===== src/rtl/mem_port_arbiter_pkg.sv =====
// Shared types for the I/D memory-port arbiter: FSM states and grant encodings.
`default_nettype none

package mem_port_arbiter_pkg;

   localparam int ARB_ADDR_W = 16;
   localparam int ARB_DATA_W = 16;

   typedef enum logic [1:0] {
      IDLE   = 2'd0,
      BUSY_I = 2'd1,
      BUSY_D = 2'd2
   } arb_state_e;

   typedef enum logic [1:0] {
      GNT_NONE = 2'd0,
      GNT_I    = 2'd1,
      GNT_D    = 2'd2
   } arb_grant_e;

endpackage

`default_nettype wire


===== src/rtl/mem_port_arbiter_prio_sel.sv =====
// Combinational grant decision: data first, unless fetch has waited out its D streak.
`default_nettype none

module mem_port_arbiter_prio_sel
   import mem_port_arbiter_pkg::*;
(
   input  logic       d_req,
   input  logic       eff_i,
   input  logic       streak_at_max,
   output arb_grant_e grant
);

   always_comb begin
      grant = GNT_NONE;
      if (d_req && !(eff_i && streak_at_max)) begin
         grant = GNT_D;
      end else if (eff_i) begin
         grant = GNT_I;
      end
   end

endmodule

`default_nettype wire


===== src/rtl/mem_port_arbiter.sv =====
// Arbitrates the single-port unified memory between instruction fetch (I) and load/store (D).
`default_nettype none

module mem_port_arbiter
   import mem_port_arbiter_pkg::*;
#(
   parameter int ADDR_W       = ARB_ADDR_W,
   parameter int DATA_W       = ARB_DATA_W,
   parameter int MAX_D_STREAK = 2
) (
   input  logic              clk,
   input  logic              reset,
   input  logic              halt,
   input  logic              i_req,
   input  logic [ADDR_W-1:0] i_addr,
   output logic              i_ack,
   output logic [DATA_W-1:0] i_rdata,
   input  logic              d_req,
   input  logic              d_we,
   input  logic [ADDR_W-1:0] d_addr,
   input  logic [DATA_W-1:0] d_wdata,
   output logic              d_ack,
   output logic [DATA_W-1:0] d_rdata,
   output logic              mem_req,
   output logic              mem_we,
   output logic [ADDR_W-1:0] mem_addr,
   output logic [DATA_W-1:0] mem_wdata,
   input  logic              mem_done,
   input  logic [DATA_W-1:0] mem_rdata,
   output logic              busy,
   output logic              err_spurious
);

   localparam int                  STREAK_W   = $clog2(MAX_D_STREAK + 1);
   localparam logic [STREAK_W-1:0] STREAK_MAX = STREAK_W'(MAX_D_STREAK);

   arb_state_e          state, state_nxt;
   logic [STREAK_W-1:0] streak, streak_nxt;
   arb_grant_e          grant_raw, grant;
   logic                eff_i;
   logic                streak_at_max;
   logic                ack_cycle;

   assign eff_i         = i_req & ~halt;
   assign streak_at_max = (streak == STREAK_MAX);
   // Requesters drop req only after seeing ack, so the ack cycle never grants.
   assign ack_cycle     = i_ack | d_ack;
   assign busy          = (state != IDLE);

   mem_port_arbiter_prio_sel u_prio_sel (
      .d_req         (d_req),
      .eff_i         (eff_i),
      .streak_at_max (streak_at_max),
      .grant         (grant_raw)
   );

   assign grant = (state == IDLE && !ack_cycle) ? grant_raw : GNT_NONE;

   always_comb begin
      state_nxt  = state;
      streak_nxt = streak;
      case (state)
         IDLE: begin
            case (grant)
               GNT_D: begin
                  state_nxt = BUSY_D;
                  if (!eff_i) begin
                     streak_nxt = '0;
                  end else if (!streak_at_max) begin
                     streak_nxt = streak + STREAK_W'(1);
                  end
               end
               GNT_I: begin
                  state_nxt  = BUSY_I;
                  streak_nxt = '0;
               end
               default: ;
            endcase
         end
         BUSY_I, BUSY_D: begin
            if (mem_done) begin
               state_nxt = IDLE;
            end
         end
         default: state_nxt = IDLE;
      endcase
   end

   always_ff @(posedge clk) begin
      if (reset) begin
         state        <= IDLE;
         streak       <= '0;
         mem_req      <= 1'b0;
         mem_we       <= 1'b0;
         mem_addr     <= '0;
         mem_wdata    <= '0;
         i_ack        <= 1'b0;
         d_ack        <= 1'b0;
         i_rdata      <= '0;
         d_rdata      <= '0;
         err_spurious <= 1'b0;
      end else begin
         state  <= state_nxt;
         streak <= streak_nxt;
         i_ack  <= 1'b0;
         d_ack  <= 1'b0;

         case (grant)
            GNT_I: begin
               mem_req  <= 1'b1;
               mem_we   <= 1'b0;
               mem_addr <= i_addr;
            end
            GNT_D: begin
               mem_req   <= 1'b1;
               mem_we    <= d_we;
               mem_addr  <= d_addr;
               mem_wdata <= d_wdata;
            end
            default: ;
         endcase

         if (mem_done) begin
            case (state)
               BUSY_I: begin
                  i_rdata <= mem_rdata;
                  i_ack   <= 1'b1;
                  mem_req <= 1'b0;
                  mem_we  <= 1'b0;
               end
               BUSY_D: begin
                  if (!mem_we) begin
                     d_rdata <= mem_rdata;
                  end
                  d_ack   <= 1'b1;
                  mem_req <= 1'b0;
                  mem_we  <= 1'b0;
               end
               default: err_spurious <= 1'b1;
            endcase
         end
      end
   end

endmodule

`default_nettype wire


===== config.mk =====
export PLATFORM = sky130hd
export DESIGN_NAME = mem_port_arbiter
export DESIGN_NICKNAME = d
export VERILOG_FILES = /design/src/rtl/mem_port_arbiter_pkg.sv /design/src/rtl/mem_port_arbiter_prio_sel.sv /design/src/rtl/mem_port_arbiter.sv
export SDC_FILE = /design/constraint.sdc
export NUM_CORES = 1
export LEC_CHECK = 0
export ABC_AREA = 1
export CAP_MARGIN = 0
export CORE_UTILIZATION = 25
export CTS_CLUSTER_DIAMETER = 40
export DETAILED_ROUTE_END_ITERATION = 10
export PLACE_DENSITY = 0.52
export SYNTH_ARGS = -nofsm -noshare
export SYNTH_HDL_FRONTEND = slang
export SYNTH_SLANG_ARGS = --single-unit

===== constraint.sdc =====
create_clock -name clk -period 2.14 [get_ports clk]
set_input_delay 0.214 -clock clk [delete_from_list [all_inputs] [get_ports clk]]
set_output_delay 0.214 -clock clk [all_outputs]
set_load 0.03 [all_outputs]

== Word level (Yosys, flattened, before mapping) ==
Cells that the tools add are included.

* Register bits: 73
* Input port bits: 71
* Output and inout bits: 70

* $add $sub $neg: 1
* Eq/ne operators: 8
* Muxes and demuxes: 18
* Bitwise logic cells: 6
* Reduce and logical (&&, ||, !) cells: 16

{| class="wikitable"
|+ Operator list
! cell !! count
|-
| 16-bit one-hot mux with 2 select lines || 1
|-
| 2-bit one-hot mux with 2 select lines || 3
|-
| 2-bit two-way mux || 5
|-
| 1-bit two-way mux || 8
|-
| 2-bit == test (second input constant) || 3
|-
| 2-bit AND reduction || 3
|-
| 3-bit AND reduction || 2
|-
| 2-bit OR reduction || 3
|-
| 2-bit by 1-bit == test with 1-bit output (second input constant) || 2
|-
| 1-bit inverter || 4
|-
| 2-bit nonzero test || 2
|-
| 1-bit logical AND || 3
|-
| 3-bit by 1-bit != test with 1-bit output (second input constant) || 1
|-
| 3-bit != test (second input constant) || 1
|-
| 2-bit by 1-bit adder with 2-bit output (second input constant) || 1
|-
| 1-bit logical NOT || 2
|-
| 2-bit logical NOT || 1
|-
| 2-bit by 1-bit != test with 1-bit output (second input constant) || 1
|-
| 1-bit one-hot mux with 2 select lines || 1
|-
| 1-bit AND || 1
|-
| 1-bit OR || 1
|}

== Longest topological paths before layout ==
* Word-level depth: 12
* Mapped depth: 13
* Gate-level depth less buffers: 12

== Hierarchy ==
From an unflattened synthesis, not the netlist that was laid out.

* Cell total of the unflattened synthesis: 387
* Area, all modules: 3108.0 um2

{| class="wikitable"
|+ By module, submodules not included
! module !! instances !! cells an instance !! area each (um2) !! sequential area each (um2)
|-
| mem_port_arbiter || 1 || 383 || 3080.5 || 1461.4
|-
| mem_port_arbiter_prio_sel || 1 || 4 || 27.5 || 0.0
|}

== Least setup slack after synthesis ==
OpenSTA, ideal clock, no wires.

* Path type: flip-flop to flip-flop
* Start: register streak[0]
* End: register mem_addr[10]
* Arrival time: 1.800 ns
* Required time: 2.024 ns
* Setup slack: 0.223 ns
* Cell stages (with the launch flop): 13
* Cell sequence: dfxtp_1 > inv_1 > ha_1 > inv_1 > o21ai_0 > nand4_1 > inv_1 > ha_1 > clkinv_1 > clkbuf_1 > nand3_1 > o211ai_1 > inv_1

* Longest elaborated chain between the ends: 8

{| class="wikitable"
|+ RTL lines
! what !! RTL line !! RTL
|-
| start: declaration || mem_port_arbiter.sv:38 || <nowiki>logic [STREAK_W-1:0] streak, streak_nxt;</nowiki>
|-
| start signal: assignment || mem_port_arbiter.sv:104 || <nowiki>streak <= streak_nxt;</nowiki>
|-
| 2-bit == test * || mem_port_arbiter.sv:45 || <nowiki>assign streak_at_max = (streak == STREAK_MAX);</nowiki>
|-
| 1-bit logical AND * || mem_port_arbiter_prio_sel.sv:15 || <nowiki>if (d_req && !(eff_i && streak_at_max)) begin</nowiki>
|-
| 1-bit logical NOT * || mem_port_arbiter_prio_sel.sv:15 ||
|-
| 1-bit logical AND * || mem_port_arbiter_prio_sel.sv:15 ||
|-
| 2-bit two-way mux * || mem_port_arbiter_prio_sel.sv:15 ||
|-
| 2-bit two-way mux * || mem_port_arbiter.sv:57 || <nowiki>assign grant = (state == IDLE && !ack_cycle) ? grant_raw : GNT_NONE;</nowiki>
|-
| 2-bit == test / 2-bit by 1-bit == test with 1-bit output (equally long branches) || mem_port_arbiter.sv:108 || <nowiki>case (grant)</nowiki>
|-
| 16-bit one-hot mux with 2 select lines / 2-bit nonzero test (equally long branches) || n/a ||
|-
| end signal: assignment || mem_port_arbiter.sv:112 || <nowiki>mem_addr <= i_addr;</nowiki>
|-
| end signal: assignment || mem_port_arbiter.sv:117 || <nowiki>mem_addr <= d_addr;</nowiki>
|-
| end: declaration || mem_port_arbiter.sv:26 || <nowiki>output logic [ADDR_W-1:0] mem_addr,</nowiki>
|}

Mark *: on every way between the ends. The rest lies on a longest branch, timed or not.
A chain may end at the register's enable or synchronous reset.

== Worst setup path after layout ==
* Start: register state[0]
* End: output port busy

* Longest elaborated chain between the ends: 1

{| class="wikitable"
|+ RTL lines
! what !! RTL line !! RTL
|-
| start: declaration || mem_port_arbiter.sv:37 || <nowiki>arb_state_e state, state_nxt;</nowiki>
|-
| start signal: assignment || mem_port_arbiter.sv:103 || <nowiki>state <= state_nxt;</nowiki>
|-
| 2-bit nonzero test || mem_port_arbiter.sv:48 || <nowiki>assign busy = (state != IDLE);</nowiki>
|-
| end: declaration || mem_port_arbiter.sv:30 || <nowiki>output logic busy,</nowiki>
|}

Every way passes these cells.

==> impl_metrics.py <==
metrics = {
    "yosys": {
        "yosysSeqAreaShare": 0.506,
        "netlist_instances": 385,
        "syn_nets": 463,
        "avgSynthCellArea_um2": 7.50,
        "yosys.cell_types.count": 19,
        "syn_area_um2": 2890,
        "ys_ff_latch": 73,
        "yosysWarnings": 0,
    },
    "clocking": {
        "numCtsBuffers": 9,
        "cts_hold_buf": 0,
        "cts_tree": "built",
        "numClockSinks": 73,
        "clock_latency_ps": 330,
        "ctsHtreeMaxLevel": 3,
        "cts-root-buf": "clkbuf_16",
        "clk_pin_slew_ps": 60,
        "cts_buffer_depth": 2,
    },
    "power": {
        "p_clk_frac": 0.279,
        "power_density_nw_per_um2": 1260,
        "p_sw_mw": 2.22,
        "comb_power_share": 0.423,
        "power_switching_share": 0.359,
        "p_leak_nw": 2.07,
        "pwr-share-seq": 0.298,
        "internal_power_mw": 3.96,
        "vdd_drop_max_mv": 0.595,
    },
    "sta": {
        "setup-violations-final": 0,
        "finalClockSkew_ps": 9.15,
        "relSlewSlack": 0.695,
        "final.setup.tns_ps": 0,
        "fin_ws_ps": 107,
        "worstMarginPinSlew_ps": 457,
        "timing.final.crit_share": 0.950,
        "slew_violations": 0,
        "hold_viol_final": 0,
        "rsz0062_at_grt": "false",
        "fmax_mhz": 492,
        "finalCriticalPeriod_ps": 2030,
    },
    "layout": {
        "final_cell_mix": "clkdlybuf4s50_1, nor2_1, dfxtp_1",
        "diodes": 0,
        "mostFrequentLayoutCell": "clkdlybuf4s50_1",
        "fin_area_um2": 4900,
        "drive_gt1_frac": 0.0673,
        "nets": 608,
        "area_growth_pct": 69.7,
    },
    "worst_setup_path": {
        "path_cells": "inv_1, ha_1, inv_1, clkdlybuf4s50_1",
        "cpMostUsedCell": "inv_1",
        "r2r_start": "streak[0]",
        "cp.arrival_ps": 1820,
        "critPathRequiredTime_ps": 1930,
        "cp.buffers_inverters": 3,
        "critical-path-max-stage-delay_ps": 690,
        "cp_max_fo": 5,
        "cp_top_family": "buffers and inverters",
        "slowest_stage": "clkdlybuf4s50_1",
        "startpoint": "state[0]",
        "startpoint_type": "flip-flop",
        "crit_type": "flip-flop to primary output",
        "cp-end-kind": "primary output",
    },
    "place": {
        "port_buffers": 140,
        "hpwl_um": 6000,
        "placed_area_um2": 4520,
        "place_ws_ps": 32.7,
        "routabilityCongestion": 0.715,
    },
    "drt": {
        "firstDrtPassIters": 4,
        "vias": 2899,
        "first_iter_violations": 150,
        "wl_um": 8670,
        "via_per_inst": 4.29,
        "wl_per_cell_um": 12.8,
        "antenna_left": 0,
        "drc": 0,
    },
    "grt": {
        "grt_usage": 0.144,
        "first_global_vias": 2820,
        "grt_overflow_total": 0,
        "grt_pass1_wl_um": 13400,
        "antenna_found_initial": 0,
        "grt_max_degree": 49,
    },
    "die": {
        "die_width_um": 109,
        "die_y_um": 109,
        "die-area_um2": 12000,
        "core_area_um2": 11000,
        "start_util": 0.262,
        "ios": 141,
        "core.rowCount": 38,
    },
    "run_status": {
        "status": "complete, no violations",
    },
    "worst_hold_path": {
        "hp-class": "primary input to flip-flop",
        "min-delay-start": "d_wdata[1]",
    },
    "flow_run": {
        "maxCapViolCount": 0,
    },
}
worst reg2reg max path, stage by stage, from the launching register on:
cell and delay, ps:
dfxtp_1 320, inv_1 60, ha_1 160, inv_1 40, o21ai_1 170, nand4_1 180
inv_1 100, ha_1 250, inv_2 120, clkbuf_16 180, nand3_1 90, o211ai_1 90
inv_1 60
power by group through the flow:
stage | Sequential (mW) | Combinational, mW | Clock, mW
3_3_place_gp | 1.86 | 2.54 | 0
5_1_grt | 1.88 | 2.84 | 1.84
6_report | 1.84 | 2.61 | 1.72
2_1_floorplan | 2.42 | 0.883 | 0
3_5_place_dp | 1.87 | 2.55 | 0
4_1_cts | 1.84 | 2.56 | 1.78
cell families (layout without fill, tap and decap cells):
| family | after synthesis | in the layout | share of synthesized area |
|---|---|---|---|
| buf+inv | 53 | 203 | 0.0750 |
| fa+ha+maj | 7 | 7 | 0.0303 |
| compound gates | 73 | 73 | 0.140 |
| flops | 73 | 73 | 0.506 |
| simple gates | 179 | 179 | 0.248 |
synth_stat cells:
cell / n / area share
o211ai_1: 16 / 0.042
inv_2: 3 / 0.0039
a21oi_1: 6 / 0.010
nor3_1: 1 / 0.0017
nand2_1: 42 / 0.055
buf_2: 11 / 0.019
nand4_1: 2 / 0.0043
o21ai_0: 41 / 0.071
ha_1: 7 / 0.030
buf_4: 1 / 0.0026
clkbuf_1: 7 / 0.0091
inv_1: 30 / 0.039
clkinv_1: 1 / 0.0013
o21ai_1: 10 / 0.017
nand3_1: 20 / 0.035
nor2_4: 1 / 0.0039
nor2_1: 111 / 0.14
nand2_2: 2 / 0.0043
dfxtp_1: 73 / 0.51
timing repair:
item | CTS | global route
setup buffers | 0 | 1
endpoints found under the setup margin | 0 | 7
hold endpoints to repair | 0 | 0
resized for setup | 0 | 3
metal layers:
metal | global-route usage | vias to the layer above | part of all wire
met2 | 0.239 | 97 | 0.44
met5 | 0 | - | 0
met4 | 0.0429 | 0 | 0.0083
met1 | 0.175 | 1275 | 0.47
met3 | 0.0522 | 4 | 0.086
li1 | - | 1523 | -
worst paths after layout:
path	endpoint	slack, ps	depth (start not counted)
hold / removal	mem_wdata[1]	470	3
setup reg to reg	mem_addr[9]	220	12
hold reg to reg	err_spurious	480	2
setup / recovery	busy	110	4
per-stage QoR:
step | utilization | power, mW | cells | hold slack [ps]
2_1_floorplan | - | 3.30 | 385 | 283
3_3_place_gp | 0.410 | 4.41 | 657 | 457
3_5_place_dp | 0.410 | 4.42 | 657 | 472
4_1_cts | 0.441 | 6.19 | 673 | 460
5_1_grt | 0.444 | 6.55 | 675 | 485
6_report | 0.444 | 6.17 | 675 | 475
area by class of cell:
type,instances,area (µm²)
fill,1129,6130
tap,140,175
clock inverter,6,115
sequential,73,1460
timing repair buffer,153,1580
inverter,34,128
clock buffer,10,229
multi-input combinational,259,1210
state kept, by name (all words and copies together) (netlist names):
name          cells
d_ack             1
mem_addr         16
streak            2
mem_req           1
i_ack             1
d_rdata          16
state             2
mem_we            1
err_spurious      1
i_rdata          16
mem_wdata        16
Note: power is estimated with default switching activity, not from simulation.
